==> src/rtl/regfile_write_arbiter_pkg.sv <==
// Shared types and constants for the register-file write arbiter.
`default_nettype none

package regfile_pkg;

    localparam int DATA_W   = 32;
    localparam int ADDR_W   = 5;
    localparam int NUM_REGS = 1 << ADDR_W;
    localparam int ZERO_REG = 0;

    // "reg" is a keyword, so the destination field is named wreg
    typedef struct packed {
        logic [ADDR_W-1:0] wreg;
        logic [DATA_W-1:0] data;
    } wr_req_t;

    typedef enum logic {
        GRANT_REQ0 = 1'b0,
        GRANT_REQ1 = 1'b1
    } grant_t;

    function automatic logic [NUM_REGS-1:0] decode_reg(input logic [ADDR_W-1:0] r);
        logic [NUM_REGS-1:0] d;
        d    = '0;
        d[r] = 1'b1;
        return d;
    endfunction

endpackage

`default_nettype wire

==> src/rtl/regfile_write_arbiter_if.sv <==
// Bundle of the two requester handshakes and the register-file write port.
`default_nettype none

interface regfile_write_arbiter_if;
    import regfile_pkg::*;

    logic                req0Valid;
    logic                req0Ready;
    logic [ADDR_W-1:0]   req0Reg;
    logic [DATA_W-1:0]   req0Data;
    logic                req1Valid;
    logic                req1Ready;
    logic [ADDR_W-1:0]   req1Reg;
    logic [DATA_W-1:0]   req1Data;
    logic                regWrite;
    logic [ADDR_W-1:0]   writeReg;
    logic [DATA_W-1:0]   writeData;
    logic [NUM_REGS-1:0] pendingMask;
    logic                busy;

    modport master (
        output req0Valid, req0Reg, req0Data,
        output req1Valid, req1Reg, req1Data,
        input  req0Ready, req1Ready,
        input  regWrite, writeReg, writeData, pendingMask, busy
    );

    modport slave (
        input  req0Valid, req0Reg, req0Data,
        input  req1Valid, req1Reg, req1Data,
        output req0Ready, req1Ready,
        output regWrite, writeReg, writeData, pendingMask, busy
    );

endinterface

`default_nettype wire

==> src/rtl/regfile_write_fifo.sv <==
// Per-requester write FIFO; exposes every slot and its valid bit for the pending mask.
`default_nettype none

module regfile_write_fifo
    import regfile_pkg::*;
#(
    parameter int DEPTH = 2
) (
    input  wire logic                  clk,
    input  wire logic                  rst_n,
    input  wire logic                  push,
    input  wire wr_req_t               push_data,
    input  wire logic                  pop,
    output wr_req_t                    head,
    output logic                       full,
    output logic                       empty,
    output wr_req_t [DEPTH-1:0]        entries,
    output logic    [DEPTH-1:0]        valid
);

    localparam int PTR_W = (DEPTH > 1) ? $clog2(DEPTH) : 1;

    logic [PTR_W-1:0] wr_ptr;
    logic [PTR_W-1:0] rd_ptr;

    function automatic logic [PTR_W-1:0] next_ptr(input logic [PTR_W-1:0] p);
        return (p == PTR_W'(DEPTH - 1)) ? '0 : p + PTR_W'(1);
    endfunction

    // Occupancy is tracked per slot, so full/empty fall out of the pointer slots
    assign head  = entries[rd_ptr];
    assign full  = valid[wr_ptr];
    assign empty = !valid[rd_ptr];

    always_ff @(posedge clk or negedge rst_n) begin
        if (!rst_n) begin
            wr_ptr  <= '0;
            rd_ptr  <= '0;
            valid   <= '0;
            entries <= '0;
        end else begin
            if (push) begin
                entries[wr_ptr] <= push_data;
                valid[wr_ptr]   <= 1'b1;
                wr_ptr          <= next_ptr(wr_ptr);
            end
            if (pop) begin
                valid[rd_ptr] <= 1'b0;
                rd_ptr        <= next_ptr(rd_ptr);
            end
        end
    end

endmodule

`default_nettype wire

==> src/rtl/regfile_write_arbiter.sv <==
// Round-robin arbitration of two buffered writers onto the single register-file write port.
`default_nettype none

module regfile_write_arbiter
    import regfile_pkg::*;
#(
    parameter int FIFO_DEPTH = 2
) (
    input  wire logic               clk,
    input  wire logic               rst_n,
    regfile_write_arbiter_if.slave  bus
);

    wr_req_t                    head0, head1;
    wr_req_t                    push_data0, push_data1;
    wr_req_t [FIFO_DEPTH-1:0]   entries0, entries1;
    logic    [FIFO_DEPTH-1:0]   valid0, valid1;
    logic                       full0, full1;
    logic                       empty0, empty1;
    logic                       push0, push1;
    logic                       grant0, grant1;
    grant_t                     last_grant;
    logic                       reg_write;
    logic [ADDR_W-1:0]          write_reg;
    logic [DATA_W-1:0]          write_data;
    logic [NUM_REGS-1:0]        pending_mask;

    // Full is the pre-pop state, so a pop never opens ready in the same cycle
    assign bus.req0Ready = rst_n && !full0;
    assign bus.req1Ready = rst_n && !full1;

    // Writes to register 0 are handshaken but dropped
    assign push0 = bus.req0Valid && bus.req0Ready && (bus.req0Reg != ADDR_W'(ZERO_REG));
    assign push1 = bus.req1Valid && bus.req1Ready && (bus.req1Reg != ADDR_W'(ZERO_REG));

    assign push_data0 = '{wreg: bus.req0Reg, data: bus.req0Data};
    assign push_data1 = '{wreg: bus.req1Reg, data: bus.req1Data};

    assign grant0 = !empty0 && (empty1 || (last_grant == GRANT_REQ1));
    assign grant1 = !empty1 && (empty0 || (last_grant == GRANT_REQ0));

    regfile_write_fifo #(.DEPTH(FIFO_DEPTH)) u_fifo0 (
        .clk       (clk),
        .rst_n     (rst_n),
        .push      (push0),
        .push_data (push_data0),
        .pop       (grant0),
        .head      (head0),
        .full      (full0),
        .empty     (empty0),
        .entries   (entries0),
        .valid     (valid0)
    );

    regfile_write_fifo #(.DEPTH(FIFO_DEPTH)) u_fifo1 (
        .clk       (clk),
        .rst_n     (rst_n),
        .push      (push1),
        .push_data (push_data1),
        .pop       (grant1),
        .head      (head1),
        .full      (full1),
        .empty     (empty1),
        .entries   (entries1),
        .valid     (valid1)
    );

    always_ff @(posedge clk or negedge rst_n) begin
        if (!rst_n) begin
            reg_write  <= 1'b0;
            write_reg  <= '0;
            write_data <= '0;
            last_grant <= GRANT_REQ1;
        end else begin
            reg_write <= grant0 || grant1;
            if (grant0) begin
                write_reg  <= head0.wreg;
                write_data <= head0.data;
                last_grant <= GRANT_REQ0;
            end else if (grant1) begin
                write_reg  <= head1.wreg;
                write_data <= head1.data;
                last_grant <= GRANT_REQ1;
            end
        end
    end

    always_comb begin
        pending_mask = '0;
        for (int i = 0; i < FIFO_DEPTH; i++) begin
            if (valid0[i]) pending_mask = pending_mask | decode_reg(entries0[i].wreg);
            if (valid1[i]) pending_mask = pending_mask | decode_reg(entries1[i].wreg);
        end
        if (reg_write) pending_mask = pending_mask | decode_reg(write_reg);
    end

    assign bus.regWrite    = reg_write;
    assign bus.writeReg    = write_reg;
    assign bus.writeData   = write_data;
    assign bus.pendingMask = pending_mask;
    assign bus.busy        = !empty0 || !empty1 || reg_write;

endmodule

`default_nettype wire

==> src/flat_wrapper.sv <==
// flat-port wrapper written by rule: the top's interface ports become plain ports
module regfile_write_arbiter_flat import regfile_pkg::*;
#(
    parameter int FIFO_DEPTH = 2
)
  (clk, rst_n, bus_req0Valid, bus_req0Reg, bus_req0Data, bus_req1Valid, bus_req1Reg, bus_req1Data, bus_req0Ready, bus_req1Ready, bus_regWrite, bus_writeReg, bus_writeData, bus_pendingMask, bus_busy);
  regfile_write_arbiter_if bus_i ();
  input  wire logic clk;
  input  wire logic rst_n;
  input wire logic [$bits(bus_i.req0Valid)-1:0] bus_req0Valid;
  input wire logic [$bits(bus_i.req0Reg)-1:0] bus_req0Reg;
  input wire logic [$bits(bus_i.req0Data)-1:0] bus_req0Data;
  input wire logic [$bits(bus_i.req1Valid)-1:0] bus_req1Valid;
  input wire logic [$bits(bus_i.req1Reg)-1:0] bus_req1Reg;
  input wire logic [$bits(bus_i.req1Data)-1:0] bus_req1Data;
  output wire logic [$bits(bus_i.req0Ready)-1:0] bus_req0Ready;
  output wire logic [$bits(bus_i.req1Ready)-1:0] bus_req1Ready;
  output wire logic [$bits(bus_i.regWrite)-1:0] bus_regWrite;
  output wire logic [$bits(bus_i.writeReg)-1:0] bus_writeReg;
  output wire logic [$bits(bus_i.writeData)-1:0] bus_writeData;
  output wire logic [$bits(bus_i.pendingMask)-1:0] bus_pendingMask;
  output wire logic [$bits(bus_i.busy)-1:0] bus_busy;
  assign bus_i.req0Valid = bus_req0Valid;
  assign bus_i.req0Reg = bus_req0Reg;
  assign bus_i.req0Data = bus_req0Data;
  assign bus_i.req1Valid = bus_req1Valid;
  assign bus_i.req1Reg = bus_req1Reg;
  assign bus_i.req1Data = bus_req1Data;
  assign bus_req0Ready = bus_i.req0Ready;
  assign bus_req1Ready = bus_i.req1Ready;
  assign bus_regWrite = bus_i.regWrite;
  assign bus_writeReg = bus_i.writeReg;
  assign bus_writeData = bus_i.writeData;
  assign bus_pendingMask = bus_i.pendingMask;
  assign bus_busy = bus_i.busy;
  regfile_write_arbiter #(.FIFO_DEPTH(FIFO_DEPTH)) u_core (.clk(clk), .rst_n(rst_n), .bus(bus_i));
endmodule
==> config.mk <==
export PLATFORM = sky130hd
export DESIGN_NAME = regfile_write_arbiter_flat
export DESIGN_NICKNAME = d
export VERILOG_FILES = /design/src/rtl/regfile_write_arbiter_pkg.sv /design/src/rtl/regfile_write_arbiter_if.sv /design/src/rtl/regfile_write_fifo.sv /design/src/rtl/regfile_write_arbiter.sv /design/src/flat_wrapper.sv
export SDC_FILE = /design/constraint.sdc
export NUM_CORES = 1
export LEC_CHECK = 0
export BUFFER_PORTS_ARGS = -buffer_cell sky130_fd_sc_hd__buf_2
export CAP_MARGIN = 20
export CORE_UTILIZATION = 36
export DETAILED_ROUTE_END_ITERATION = 6
export PLACE_DENSITY_LB_ADDON = 0.12
export SLEW_MARGIN = 0
export SYNTH_ARGS = -nofsm -noshare
export SYNTH_HDL_FRONTEND = slang
export SYNTH_SLANG_ARGS = --single-unit
==> constraint.sdc <==
create_clock -name clk -period 1.7 [get_ports clk]
set_input_delay 0.255 -clock clk [delete_from_list [all_inputs] [get_ports clk]]
set_output_delay 0.255 -clock clk [all_outputs]
set_load 0.1 [all_outputs]
Word level (Yosys, flattened, before mapping)
Cells that the tools add are included.

cells by class
  magnitude comparators = 18
  add/subtract/negate cells = 4
  mux-type cells = 55
  bitwise gates (word level) = 11
  reduce and logical (&&, ||, !) cells = 29

operators with widths
  kind                 count
  $mux 32              7
  $mux 37              6
  $bwmux 74            2
  $or 32x32->32        4
  $demux 37 s1         2
  $lt 5x6->1 const B   5
  $demux 1 s5          5
  $ge 5x1->1 const B   5
  $mux 1               23
  $logic_and 1x1->1    17
  $mux 5               2
  $reduce_bool 5->1    2
  $lt 1x2->1 const B   4
  $mux 2               4
  $logic_or 1x1->1     5
  $add 1x1->1 const B  4
  $and 2x2->2          2
  $demux 1 s1          4
  $ge 1x1->1 const B   4
  $logic_not 1->1      4
  $not 2->2            2
  $or 2x2->2           2
  $reduce_bool 2->1    1
  $not 1->1            1

word-level totals
  word-level logic and storage cells = 135
  output and inout bits = 73
  register bits = 195
  bits of input ports = 78

Depth between registers and ports, before layout
  depth after elaboration = 13
  gate-level depth with buffers = 6
  gate-level depth less buffers = 3

Cells and area by module
A second synthesis with hierarchy kept.

second synthesis, totals
  cells, all modules = 901
  area total of the unflattened synthesis = 10583.9 µm²

modules (own cells, without submodules)
  module                 cells each  sequential area each (µm²)  times used  area each (µm²)
  regfile_write_fifo     211         1951.9                      2           3470.8
  regfile_write_arbiter  479         977.2                       1           3642.2

Least setup slack after synthesis
Ideal clock, no wire load.

  kind = register to output
  start point = register u_core.write_reg[2] (netlist: u_core.bus.writeReg[2])
  end point = output bus_pendingMask[5]
  required time = 1445 ps
  cell stages (with the launch flop) = 5
  path buffers = 1
  setup slack = -1163 ps
  arrival time = 2608 ps
  cell sequence = dfrtp_1 clkbuf_1 nor4bb_1 a22oi_1 nand3_1

between the ends
  word-level cells in the longest chain between the ends = 6
  elaborated cells between the ends (all ways) = 7
  classes of those cells = order compare: 2; mux: 3; bitwise: 1; reduce/logical: 1

RTL lines
  element                                                                line                             RTL
  start, declared                                                        regfile_write_arbiter.sv:24      logic [ADDR_W-1:0] write_reg;
  start signal, assigned                                                 regfile_write_arbiter.sv:77      write_reg <= head0.wreg;
  start signal, assigned                                                 regfile_write_arbiter.sv:81      write_reg <= head1.wreg;
  $lt 5x6->1 (not written as such) / $ge 5x1->1 (equally long branches)  regfile_write_arbiter_pkg.sv:25  d[r] = 1'b1;
  $logic_and 1x1->1 (not written as such)                                regfile_write_arbiter_pkg.sv:25
  $mux 1 (not written as such)                                           regfile_write_arbiter_pkg.sv:25
  $demux 1 s5 (*)                                                        n/a
  $or 32x32->32 (*)                                                      regfile_write_arbiter.sv:94      if (reg_write) pending_mask = pending_mask | decode_reg(write_reg);
  $mux 32 (*)                                                            regfile_write_arbiter.sv:94
  end, declared                                                          flat_wrapper.sv:21               output wire logic [$bits(bus_i.pendingMask)-1:0] bus_pendingMask;

Mark *: on every way between the ends. The rest lies on a longest branch, timed or not.

Worst setup path after layout
  start point = register u_core.u_fifo0.entries[32] (netlist bit)
  end point = output bus_pendingMask[15]

between the ends
  word-level cells in the longest chain between the ends = 13
  elaborated cells between the ends (all ways) = 14
  classes of those cells = order compare: 2; mux: 7; bitwise: 4; reduce/logical: 1

RTL lines
  element                                                                line                             RTL
  start, declared                                                        regfile_write_fifo.sv:17         output wr_req_t [DEPTH-1:0] entries,
  start signal, assigned by index                                        regfile_write_fifo.sv:43         entries[wr_ptr] <= push_data;
  $lt 5x6->1 (not written as such) / $ge 5x1->1 (equally long branches)  regfile_write_arbiter_pkg.sv:25
  $logic_and 1x1->1 (not written as such)                                regfile_write_arbiter_pkg.sv:25
  $mux 1 (not written as such)                                           regfile_write_arbiter_pkg.sv:25
  $demux 1 s5 (*)                                                        n/a
  $mux 32 (*)                                                            regfile_write_arbiter.sv:91      if (valid0[i]) pending_mask = pending_mask | decode_reg(entries0[i].wreg);
  $or 32x32->32                                                          regfile_write_arbiter.sv:92      if (valid1[i]) pending_mask = pending_mask | decode_reg(entries1[i].wreg);
  $mux 32 (*)                                                            regfile_write_arbiter.sv:92
  $or 32x32->32                                                          regfile_write_arbiter.sv:91
  $mux 32 (*)                                                            regfile_write_arbiter.sv:91
  $or 32x32->32                                                          regfile_write_arbiter.sv:92
  $mux 32 (*)                                                            regfile_write_arbiter.sv:92
  $or 32x32->32                                                          regfile_write_arbiter.sv:94
  $mux 32 (*)                                                            regfile_write_arbiter.sv:94

Marks and branches as above.

==> results.md <==
* violations in the final reports: negative setup slack
* period utilisation layout: 1.37
* final weighted congestion in routability-driven placement: 0.903
* number of flops mapped to enable cells by yosys: 0
* Least-Margin Pin Slew: 0.695 ns
* number of DRC markers in iteration 0: 524
* area of the die: 0.0294 mm2
* post-route setup slack: -0.634 ns
* number of levels the H-tree was split into: 4
* mapped cell area: 0.0103 mm2
* DR WL/cell: 22.7 um
* number of placed instances, taps included: 1,461
* Max Clock Skew: 0.0127 ns
* power share of the sequential group: 0.251
* CTS tree: done
* Setup CP Type: reg2out
* kind of capture point of the worst setup path: primary output
* Cell Count, Final, Fillers Out: 1,571
* number of buffers inserted during clock tree synthesis: 17
* end point of the most critical hold path: u_core.u_fifo0.entries[67]$_DFFE_PN0P_
* post-route minimum period: 2.33 ns
* highest ir drop seen on vdd: 1250 uV
* run status: finished with violations
* Mean Syn Cell Area: 12.0 um2
* unrepaired setup endpoints after global routing: true
* min-delay src: bus_req0Data[30]
* startpoint of the worst register-to-register path: u_core.u_fifo0.valid[1]$_DFF_PN0_
* Hold Violations, Final: 0
* std cell rows: 61
* fraction of the yosys area taken by sequential cells: 0.473
* filler cell count: 2,345
* internal power consumption: 20,200 uW
* standard cell core area: 0.0280 mm2
* most common cell after layout, fill and taps aside: dfrtp_1
* arrival time worst endpoint: 2.08 ns
* Combinational Power Share: 0.624
* drt via density: 5.50
* starting density of the core: 0.368
* Core Util, Final: 0.575
* HP Class: in2reg
* reg-to-reg critical path endpoint: u_core.u_fifo0.entries[62]$_DFFE_PN0P_
* insertion delay of the later-clocked pin in the worst-skew pair: 0.44 ns
* overflow left after global routing: 0
* cell area power density: 2250 mW/mm2
* CTS Buffer Depth: 2
* max-slew violation count: 0
* flip-flop cell with the highest count after synthesis: dfrtp_1
* final net count: 1,258
* GRT Overall Usage: 0.238
* maximum fanout count along the critical path: 6
* switching part of the total power: 0.441
* dpl ws: -0.215 ns
* cell count of the worst reg-to-reg path: 8
* initial antenna violation count: 2
* post-synthesis sequential element count: 195
* max frequency: 428 MHz
* Final HPWL DP: 23,300 um
* part of the total power dissipated in the clock network: 0.125
* total number of yosys warnings: 0
* Max-cap violations: 0
* Yosys cell types: 50
* Final Total Pwr: 36,100 uW
* antenna-violating nets left: 0
* gate count of the mapped netlist: 862
* WHS Path Cells: 2
* leak pwr: 0.00713 uW
* total vias in the final route: 8,645
* IO Count: 151
* clock-pin slew on the worst setup and hold paths: 0.07 ns
* # DRC: 0
* most frequent cells in the layout: dfrtp_1, buf_4, mux2_2, buf_2, mux2i_1
* Data required, critical path: 1.44 ns
* Initial DRT Pass Iterations: 5
* largest net degree at the start of global routing: 108
* x dimension of the die: 171 um
* kind of start point of the critical path: register
* Vert. Die Dim: 171 um
* Setup Total Neg Slack: -40.68 ns
* sw power: 15,900 uW
* synthesized net count: 940
* post-synthesis to final-layout area growth: 55.9%
* final routed wirelength across all metal layers: 35,700 um
* number of port buffers: 150
* Sinks on Clock Net: 195
* proportion of register bits with asynchronous set or reset after synthesis: 1.00
* clock root buffer: clkbuf_16
* slack of the worst reg-to-reg path: -0.26 ns
* headroom to the max-slew limit: 0.536
* share of layout cells above drive strength 1: 0.614
* global-route wire length before repair: 52,700 um
* via count of the first global-routing pass: 8,807
* count of final setup violators: 181
## cells in the mapped netlist, types with 15 or more instances
master    instances  area, um2
dfrtp_1         194       4850
mux2_1           34        383
a22o_1           21        184
nor3_1           38        190
nor2_1           17       63.8
mux2i_1          77        771
nand4b_1         16        140
nand3_1          15       75.1
clkbuf_1         41        154
a22oi_1          21        158
o22ai_1          23        144
mux2_2          133       1500
a221oi_1         37        324
nand2_1          24       90.1
## kinds of logic after synthesis
kind of cell | count (synthesis) | synth area share
AO/OA/AOI/OAI | 143 | 0.111
flip-flops | 195 | 0.473
multiplexers | 244 | 0.257
buffers and inverters | 83 | 0.0432
AND/OR/NAND/NOR | 197 | 0.116
## critical path: stages, from the launching register on
cell and delay [ns]:
dfrtp_2 0.47, buf_6 0.15, nand4b_1 0.22, buf_4 0.18
o22ai_2 0.06, or3_4 0.40, buf_12 0.17
## cell type report
class / count / area [um2] / share of cell area
multi-input cells: 584 / 6120 / 0.380
flip-flops and latches: 195 / 4930 / 0.306
well taps: 378 / 473 / 0.0294
inverters: 6 / 25.0 / 0.00155
clock inverters: 8 / 173 / 0.0107
diodes: 1 / 2.50 / 0.000155
clock buffers: 23 / 488 / 0.0303
repair buffers: 376 / 3880 / 0.241
## through the flow
step | hold slack [ns] | area [um2]
floorplan | -0.0406 | 10800
detailed placement | 0.270 | 13400
CTS | 0.0329 | 15300
finish | 0.0527 | 16100
global route | 0.0384 | 16100
global placement | 0.264 | 13400
## state kept, by name, summed over array words and instances, names as in the netlist
name / count
u_core.bus.regWrite: 1
u_core.u_fifo1.wr_ptr: 1
u_core.bus.writeData: 32
u_core.u_fifo0.valid: 2
u_core.u_fifo0.wr_ptr: 1
u_core.u_fifo1.rd_ptr: 1
u_core.u_fifo0.entries: 74
u_core.bus.writeReg: 5
u_core.u_fifo1.valid: 2
u_core.u_fifo0.rd_ptr: 1
u_core.last_grant: 1
u_core.u_fifo1.entries: 74
## layer usage
metal | wire length (um) | share of wire | up-vias | global-route usage
li1 | - | - | 3941 | -
met5 | 10 | 0.00028 | - | 0
met3 | 1380 | 0.039 | 53 | 0.0343
met2 | 17400 | 0.49 | 218 | 0.399
met4 | 812 | 0.023 | 2 | 0.0710
met1 | 16100 | 0.45 | 4431 | 0.318
## power groups by stage
stage          Combinational [uW]  Clock (uW)  Sequential (uW)
2_1_floorplan                9870           0            11500
3_3_place_gp                17900           0             8900
3_5_place_dp                18100           0             8960
4_1_cts                     20800        4600             8980
5_1_grt                     23600        4760             9370
6_report                    22500        4520             9080
## repair_timing
action	4_1_cts	5_1_grt
setup endpoints to repair	130	155
hold endpoints to repair	58	0
gates resized for setup	152	134
pin swaps	58	62
hold buffers	1	0
cloned	12	8
buffers inserted	39	29
## how the worst max path moves through the flow
stage | slack, ns | depth (start not counted) | to | start
finish | -0.63 | 6 | bus_pendingMask[15] | u_core.u_fifo0.entries[32]$_DFFE_PN0P_
global route | -0.68 | 5 | bus_pendingMask[9] | u_core.u_fifo0.entries[36]$_DFFE_PN0P_
CTS | -0.61 | 5 | bus_pendingMask[9] | u_core.u_fifo0.entries[36]$_DFFE_PN0P_
detailed placement | -0.22 | 5 | u_core.u_fifo1.entries[15]$_DFFE_PN0P_ | bus_req1Reg[0]
global placement | -0.20 | 5 | u_core.u_fifo1.entries[48]$_DFFE_PN0P_ | bus_req1Reg[0]
floorplan | -0.77 | 3 | bus_pendingMask[19] | u_core.u_fifo0.entries[35]$_DFFE_PN0P_
(Power assumes the default switching activity.)
